$ cat src/rtl/odd_even_sorter_pkg.sv
// Shared types and default sizing for the sorter that feeds the median stage.
//   DATA_WIDTH / DATA_SIZE : default sample width and window length
//   PHASE_W                : width of the phase counter for the default window
//   data_t                 : one unsigned sample
//   sorter_state_e         : sorter FSM encoding
package median_pkg;
    localparam int DATA_WIDTH = 8;
    localparam int DATA_SIZE  = 9;
    localparam int PHASE_W    = $clog2(DATA_SIZE + 1);

    typedef logic [DATA_WIDTH-1:0] data_t;

    typedef enum logic [1:0] {
        IDLE,
        SORT,
        DONE
    } sorter_state_e;
endpackage

$ cat src/rtl/odd_even_sorter_if.sv
// Handshake/data bundle between the sample source and the sorter.
//   start_i   : capture numbers_i and sort (only acted on while idle)
//   numbers_i : unsorted window, index 0 first
//   busy_o    : sort in progress
//   ready_o   : one-cycle pulse, numbers_o just updated
//   numbers_o : sorted window, index 0 = minimum
// master = sample source, slave = sorter.
interface odd_even_sorter_if #(
    parameter int DATA_WIDTH = median_pkg::DATA_WIDTH,
    parameter int DATA_SIZE  = median_pkg::DATA_SIZE
);
    logic                                 start_i;
    logic [DATA_SIZE-1:0][DATA_WIDTH-1:0] numbers_i;
    logic                                 busy_o;
    logic                                 ready_o;
    logic [DATA_SIZE-1:0][DATA_WIDTH-1:0] numbers_o;

    modport master (output start_i, numbers_i, input busy_o, ready_o, numbers_o);
    modport slave  (input start_i, numbers_i, output busy_o, ready_o, numbers_o);
endinterface

$ cat src/rtl/odd_even_sorter_compare_exchange.sv
// Combinational compare-exchange cell for unsigned operands.
//   a, b    : operands (a is the lower index)
//   lo, hi  : min / max of the pair
//   swapped : high when a > b; equal values stay in place
module compare_exchange #(
    parameter int W = 8
) (
    input  logic [W-1:0] a,
    input  logic [W-1:0] b,
    output logic [W-1:0] lo,
    output logic [W-1:0] hi,
    output logic         swapped
);
    assign swapped = (a > b);
    assign lo      = swapped ? b : a;
    assign hi      = swapped ? a : b;
endmodule

$ cat src/rtl/odd_even_sorter.sv
// Sequential odd-even transposition sorter.
// Captures DATA_SIZE samples on start, runs one compare-exchange phase per
// clock (even pairs on even phases, odd pairs on odd phases), then publishes
// the ascending result on numbers_o with a one-cycle ready_o pulse.
//   clk_i  : clock, rising edge
//   rstn_i : asynchronous active-low reset
//   bus    : odd_even_sorter_if slave (start_i, numbers_i, busy_o, ready_o, numbers_o)
// Optional build macro SORTER_EARLY_EXIT_EN: leave SORT once an even and an
// odd phase in a row made no swap (array already ordered).
module odd_even_sorter #(
    parameter int DATA_WIDTH = median_pkg::DATA_WIDTH,
    parameter int DATA_SIZE  = median_pkg::DATA_SIZE
) (
    input  logic              clk_i,
    input  logic              rstn_i,
    odd_even_sorter_if.slave  bus
);
    import median_pkg::*;

    localparam int PW   = $clog2(DATA_SIZE + 1);
    localparam int NE   = DATA_SIZE / 2;        // pairs (0,1),(2,3),...
    localparam int NO   = (DATA_SIZE - 1) / 2;  // pairs (1,2),(3,4),...
    localparam int NO_A = (NO > 0) ? NO : 1;

    typedef logic [DATA_SIZE-1:0][DATA_WIDTH-1:0] arr_t;

    sorter_state_e state;
    logic [PW-1:0] phase;
    arr_t          work;
    arr_t          numbers_q;
    logic          ready_q;
    arr_t          even_next;
    arr_t          odd_next;
    arr_t          phase_next;

    logic [NE-1:0][DATA_WIDTH-1:0]   e_lo, e_hi;
    logic [NE-1:0]                   e_sw;
    logic [NO_A-1:0][DATA_WIDTH-1:0] o_lo, o_hi;
    logic [NO_A-1:0]                 o_sw;

    for (genvar i = 0; i < NE; i++) begin : g_even
        compare_exchange #(.W(DATA_WIDTH)) u_ce (
            .a(work[2*i]), .b(work[2*i+1]),
            .lo(e_lo[i]), .hi(e_hi[i]), .swapped(e_sw[i])
        );
    end

    if (NO > 0) begin : g_odd
        for (genvar i = 0; i < NO; i++) begin : g_pair
            compare_exchange #(.W(DATA_WIDTH)) u_ce (
                .a(work[2*i+1]), .b(work[2*i+2]),
                .lo(o_lo[i]), .hi(o_hi[i]), .swapped(o_sw[i])
            );
        end
    end else begin : g_no_odd
        assign o_lo = '0;
        assign o_hi = '0;
        assign o_sw = '0;
    end

    // Unpaired edge elements keep their value from the default copy.
    always_comb begin
        even_next = work;
        odd_next  = work;
        for (int i = 0; i < NE; i++) begin
            even_next[2*i]   = e_lo[i];
            even_next[2*i+1] = e_hi[i];
        end
        for (int i = 0; i < NO; i++) begin
            odd_next[2*i+1] = o_lo[i];
            odd_next[2*i+2] = o_hi[i];
        end
        phase_next = phase[0] ? odd_next : even_next;
    end

`ifdef SORTER_EARLY_EXIT_EN
    logic any_swap;
    logic prev_clean;   // previous phase made no swap
    assign any_swap = phase[0] ? |o_sw : |e_sw;
`else
    logic unused_sw;
    assign unused_sw = ^{e_sw, o_sw};
`endif

    always_ff @(posedge clk_i or negedge rstn_i) begin
        if (!rstn_i) begin
            state     <= IDLE;
            phase     <= '0;
            work      <= '0;
            numbers_q <= '0;
            ready_q   <= 1'b0;
`ifdef SORTER_EARLY_EXIT_EN
            prev_clean <= 1'b0;
`endif
        end else begin
            ready_q <= 1'b0;
            case (state)
                IDLE: begin
                    if (bus.start_i) begin
                        work  <= bus.numbers_i;
                        phase <= '0;
                        state <= SORT;
`ifdef SORTER_EARLY_EXIT_EN
                        prev_clean <= 1'b0;
`endif
                    end
                end
                SORT: begin
                    work  <= phase_next;
                    phase <= phase + 1'b1;
                    if (phase == PW'(DATA_SIZE - 1))
                        state <= DONE;
`ifdef SORTER_EARLY_EXIT_EN
                    prev_clean <= !any_swap;
                    if (prev_clean && !any_swap)
                        state <= DONE;
`endif
                end
                DONE: begin
                    numbers_q <= work;
                    ready_q   <= 1'b1;
                    state     <= IDLE;
                end
                default: state <= IDLE;
            endcase
        end
    end

    assign bus.busy_o    = (state != IDLE);
    assign bus.ready_o   = ready_q;
    assign bus.numbers_o = numbers_q;
endmodule

$ cat src/flat_wrapper.sv
// flat-port wrapper written by rule: the top's interface ports become plain ports
module odd_even_sorter_flat import median_pkg::*;
#(
    parameter int DATA_WIDTH = median_pkg::DATA_WIDTH,
    parameter int DATA_SIZE  = median_pkg::DATA_SIZE
)
  (clk_i, rstn_i, bus_start_i, bus_numbers_i, bus_busy_o, bus_ready_o, bus_numbers_o);
  odd_even_sorter_if #(.DATA_WIDTH(DATA_WIDTH), .DATA_SIZE(DATA_SIZE)) bus_i ();
  input  logic clk_i;
  input  logic rstn_i;
  input wire logic [$bits(bus_i.start_i)-1:0] bus_start_i;
  input wire logic [$bits(bus_i.numbers_i)-1:0] bus_numbers_i;
  output wire logic [$bits(bus_i.busy_o)-1:0] bus_busy_o;
  output wire logic [$bits(bus_i.ready_o)-1:0] bus_ready_o;
  output wire logic [$bits(bus_i.numbers_o)-1:0] bus_numbers_o;
  assign bus_i.start_i = bus_start_i;
  assign bus_i.numbers_i = bus_numbers_i;
  assign bus_busy_o = bus_i.busy_o;
  assign bus_ready_o = bus_i.ready_o;
  assign bus_numbers_o = bus_i.numbers_o;
  odd_even_sorter #(.DATA_WIDTH(DATA_WIDTH), .DATA_SIZE(DATA_SIZE)) u_core (.clk_i(clk_i), .rstn_i(rstn_i), .bus(bus_i));
endmodule
$ cat config.mk
export PLATFORM = sky130hd
export DESIGN_NAME = odd_even_sorter_flat
export DESIGN_NICKNAME = d
export VERILOG_FILES = /design/src/rtl/odd_even_sorter_pkg.sv /design/src/rtl/odd_even_sorter_if.sv /design/src/rtl/odd_even_sorter_compare_exchange.sv /design/src/rtl/odd_even_sorter.sv /design/src/flat_wrapper.sv
export SDC_FILE = /design/constraint.sdc
export NUM_CORES = 1
export LEC_CHECK = 0
export BUFFER_PORTS_ARGS = -buffer_cell sky130_fd_sc_hd__buf_4
export CAP_MARGIN = 20
export CELL_PAD_IN_SITES_DETAIL_PLACEMENT = 1
export CELL_PAD_IN_SITES_GLOBAL_PLACEMENT = 1
export CORE_MARGIN = 2
export CORE_UTILIZATION = 47
export DETAILED_ROUTE_END_ITERATION = 10
export GPL_TIMING_DRIVEN = 0
export HOLD_SLACK_MARGIN = 0.08
export PLACE_DENSITY_LB_ADDON = 0.1
export SYNTH_ARGS = -nofsm -noshare
export SYNTH_HDL_FRONTEND = slang
export SYNTH_SLANG_ARGS = --single-unit
export TNS_END_PERCENT = 1
$ cat constraint.sdc
create_clock -name clk_i -period 5.3 [get_ports clk_i]
set_input_delay 0.265 -clock clk_i [delete_from_list [all_inputs] [get_ports clk_i]]
set_output_delay 0.265 -clock clk_i [all_outputs]
set_load 0.01 [all_outputs]
==> metrics.log <==
INFO  metric skew = 0.0122 ns
INFO  metric final_setup_vio_count = 0
INFO  metric synth.yosys.seq_area_share = 0.438
INFO  metric rows = 49
INFO  metric starting_density = 0.480
INFO  metric avgViaCountPerCell = 5.71
INFO  metric via_count = 7429
INFO  metric yosys.area.top_type_share = 0.438
INFO  metric synthMostInstantiatedCell = sky130_fd_sc_hd__dfrtp_1
INFO  metric ctsLongestPathBuffers = 2
INFO  metric synth-main-ff-cell = sky130_fd_sc_hd__dfrtp_1
INFO  metric unrepaired_setup_endpoints_after_global_routing = false
INFO  metric run_status = completed
INFO  metric cts_made_buffers = 17
INFO  metric cp_data_arrival_time = 2.88 ns
INFO  metric design.die.area = 0.0195 sq mm
INFO  metric synth-async-reset-ratio = 1.00
INFO  metric post_synth_main_area_contributors = sky130_fd_sc_hd__dfrtp_1 (44%), sky130_fd_sc_hd__mux2i_1 (14%), sky130_fd_sc_hd__ha_1 (9.6%)
INFO  metric post_cts_clock_slew_at_the_launch_and_capture_registers_of_the_worst_setup_and_hold_paths = 0.07 ns
INFO  metric num_io_pins = 149
INFO  metric yosys.cell_types.count = 54
INFO  metric grt.met3_usage = 0.0595
INFO  metric list_of_most_frequent_post_synthesis_cells = sky130_fd_sc_hd__dfrtp_1 (151), sky130_fd_sc_hd__mux2i_1 (120), sky130_fd_sc_hd__nand2_1 (99)
INFO  metric postSynthCellCount = 890
INFO  metric wire_length_of_the_first_global_routing_pass = 44400 um
INFO  metric dr.first_iter.drc_count = 296
INFO  metric route.final.wire_length = 28400 um
INFO  metric power_leakage = 0.00544 uW
INFO  metric areal_power_density_over_the_cells = 758 mW/mm^2
INFO  metric fmax = 0.393 GHz
INFO  metric number_of_antenna_violations_at_the_first_check_in_global_routing = 0
INFO  metric grt_util_met1 = 0.391
INFO  metric chipWidth = 139 um
INFO  metric timing.final.crit_share = 0.480
INFO  metric peakVddDrop = 0.000359 V
INFO  metric slew_headroom = 0.462
INFO  metric antenna_left = 0
INFO  metric i_o_buffers = 148
INFO  metric critPathLaunchType = register
INFO  metric htree_levels = 4
INFO  metric final_net_count = 1200
INFO  metric synth_area_per_cell = 9.69 sq um
INFO  metric wl_per_cell = 21.8 um
INFO  metric tritoncts = yes
INFO  metric worstPathMaxFanout = 8
INFO  metric post-route-util = 0.594
INFO  metric worst-slew-pin-transition = 0.807 ns
INFO  metric report.final.hold_viol_count = 0
INFO  metric required = 5.64 ns
INFO  metric grtUsageMet2 = 0.489
INFO  metric max-cap-violations = 0
INFO  metric finalSetupTns = 0 ns
INFO  metric synth.cell_area = 0.00863 sq mm
INFO  metric fill_cells = 2070
INFO  metric grt_busiest_layer = met2
INFO  metric hold_path.class = in2reg
INFO  metric place.gp.congestion = 0.883
INFO  metric drc = 0
INFO  metric synth_nets = 1031
INFO  metric yosys_warnings = 0
INFO  metric synth_edf_count = 0
INFO  metric design.core.area = 0.0180 sq mm
INFO  metric dieHeight = 139 um
INFO  metric antenna-diode-count = 0
INFO  metric synth_seq_cells = 151
INFO  metric crit_path_end_kind = register
INFO  metric final_period_minus_worst_setup_slack = 2.55 ns
INFO  metric post-synth-top-area-cell = sky130_fd_sc_hd__dfrtp_1
INFO  metric maximum_number_of_pins_on_one_net_before_global_route_repair = 78
INFO  metric register_cell_area_after_layout = 0.00378 sq mm
INFO  metric detailed_place_hpwl = 21400 um
INFO  metric finalMaxSlewViolations = 0
INFO  metric drive_above_1_share = 0.216
INFO  metric detailedRoute.firstPassIterationCount = 4
INFO  metric grt.total_usage = 0.296
INFO  metric hold_slack = 0.114 ns
INFO  metric globalRoute.totalOverflow = 0
INFO  metric library_cell_used_as_clock_root_buffer = sky130_fd_sc_hd__clkbuf_16
INFO  metric insertion_delay = 0.43 ns
INFO  metric area_of_combinational_cells_with_multiple_inputs = 0.00435 sq mm
INFO  metric numClockSinks = 151
INFO  metric timing.setup.critical_path_class = reg2reg
INFO  metric area_growth_syn_to_layout = 23.7%
INFO  metric vias_in_the_first_global_route = 7978
per-stage QoR:
| stage | instance area, sq um | setup WS, ns | power, uW | instances |
|---|---|---|---|---|
| CTS | 10700 | 2.77 | 8090 | 1300 |
| detailed placement | 10100 | 2.92 | 6720 | 1268 |
| global placement | 10000 | 2.99 | 6510 | 1267 |
| global route | 10700 | 2.62 | 8650 | 1300 |
| floorplan | 8630 | 3.25 | 5210 | 890 |
| finish | 10700 | 2.75 | 8090 | 1300 |
registers in the layout, indices dropped and copies added (netlist names):
signal and flops:
u_core.bus.numbers_o 72, u_core.bus.ready_o 1, u_core.work 56, u_core.odd_next 8, u_core.even_next 8, u_core.state 2
u_core.phase 4
cell usage in the layout (no fill, tap or decap), types with 4 or more instances in the layout:
cell / instances
sky130_fd_sc_hd__clkbuf_1: 18
sky130_fd_sc_hd__nor2_1: 68
sky130_fd_sc_hd__nand4_1: 17
sky130_fd_sc_hd__dfrtp_1: 151
sky130_fd_sc_hd__o21ai_0: 81
sky130_fd_sc_hd__nor2_4: 4
sky130_fd_sc_hd__a211oi_1: 6
sky130_fd_sc_hd__nor3_1: 16
sky130_fd_sc_hd__mux2i_1: 120
sky130_fd_sc_hd__nor2b_1: 7
sky130_fd_sc_hd__o211ai_1: 7
sky130_fd_sc_hd__inv_1: 71
sky130_fd_sc_hd__clkbuf_16: 17
sky130_fd_sc_hd__buf_2: 15
sky130_fd_sc_hd__buf_4: 154
sky130_fd_sc_hd__ha_1: 66
sky130_fd_sc_hd__nand2_1: 99
sky130_fd_sc_hd__a21oi_1: 85
path summary, 6_finish.rpt:
kind	slack (ns)	from	cells after the start	end
worst min-delay path	0.11	bus_numbers_i[22]	3	u_core.work[22]$_DFFE_PN0P_
worst max register to register	2.75	u_core.work[41]$_DFFE_PN0P_	9	u_core.work[41]$_DFFE_PN0P_
worst max-delay path	2.75	u_core.work[41]$_DFFE_PN0P_	9	u_core.work[41]$_DFFE_PN0P_
max in group asynchronous	4.01	rstn_i	3	u_core.work[24]$_DFFE_PN0P_
min in group asynchronous	0.43	rstn_i	2	u_core.bus.numbers_o[60]$_DFFE_PN0P_
worst min register to register	0.47	u_core.bus.numbers_o[2]$_DFFE_PN0P_	2	u_core.bus.numbers_o[2]$_DFFE_PN0P_
cells by family (layout without fill, tap and decap cells):
| family | Yosys count | in the layout | share of synthesized area |
|---|---|---|---|
| mux | 122 | 122 | 0.142 |
| buf+inv | 117 | 298 | 0.0571 |
| flops | 151 | 151 | 0.438 |
| compound gates | 209 | 209 | 0.149 |
| simple gates | 225 | 225 | 0.118 |
| fa+ha+maj | 66 | 66 | 0.0957 |
repair_timing:
action	CTS	global route
hold buffers	1	0
endpoints found under the setup margin	0	0
hold endpoints to repair	74	0
resized for setup	0	0
setup buffers	0	0
final cells by class:
cell class | count | share of cell area
clock inverters | 13 | 0.0158
flip-flops and latches | 151 | 0.354
multi-input cells | 622 | 0.408
clock buffers | 18 | 0.0411
inverters | 73 | 0.0257
well taps | 229 | 0.0268
repair buffers | 150 | 0.108
plain buffers | 44 | 0.0205
metal layers:
metal | share of wire | up-vias | routed length, um
li1 | - | 3428 | -
met4 | 0.028 | 0 | 796
met5 | 0 | - | 0
met1 | 0.44 | 3725 | 12500
met2 | 0.48 | 224 | 13600
met3 | 0.053 | 52 | 1490
where the power goes:
group          switching, uW  total (uW)  internal (uW)
sequential               570        2240           1670
combinational           2590        4570           1970
clock                    525        1280            757
total                   3690        8090           4400
critical path, stage by stage, from the launching register on:
cell	delay, ns
sky130_fd_sc_hd__dfrtp_1	0.53
sky130_fd_sc_hd__inv_1	0.15
sky130_fd_sc_hd__ha_1	0.31
sky130_fd_sc_hd__nor2b_1	0.13
sky130_fd_sc_hd__o211ai_1	0.27
sky130_fd_sc_hd__a2111oi_0	0.19
sky130_fd_sc_hd__a311oi_1	0.31
sky130_fd_sc_hd__a21o_1	0.17
sky130_fd_sc_hd__buf_6	0.16
sky130_fd_sc_hd__mux2i_1	0.24
Power figures use the tool's default switching activity.
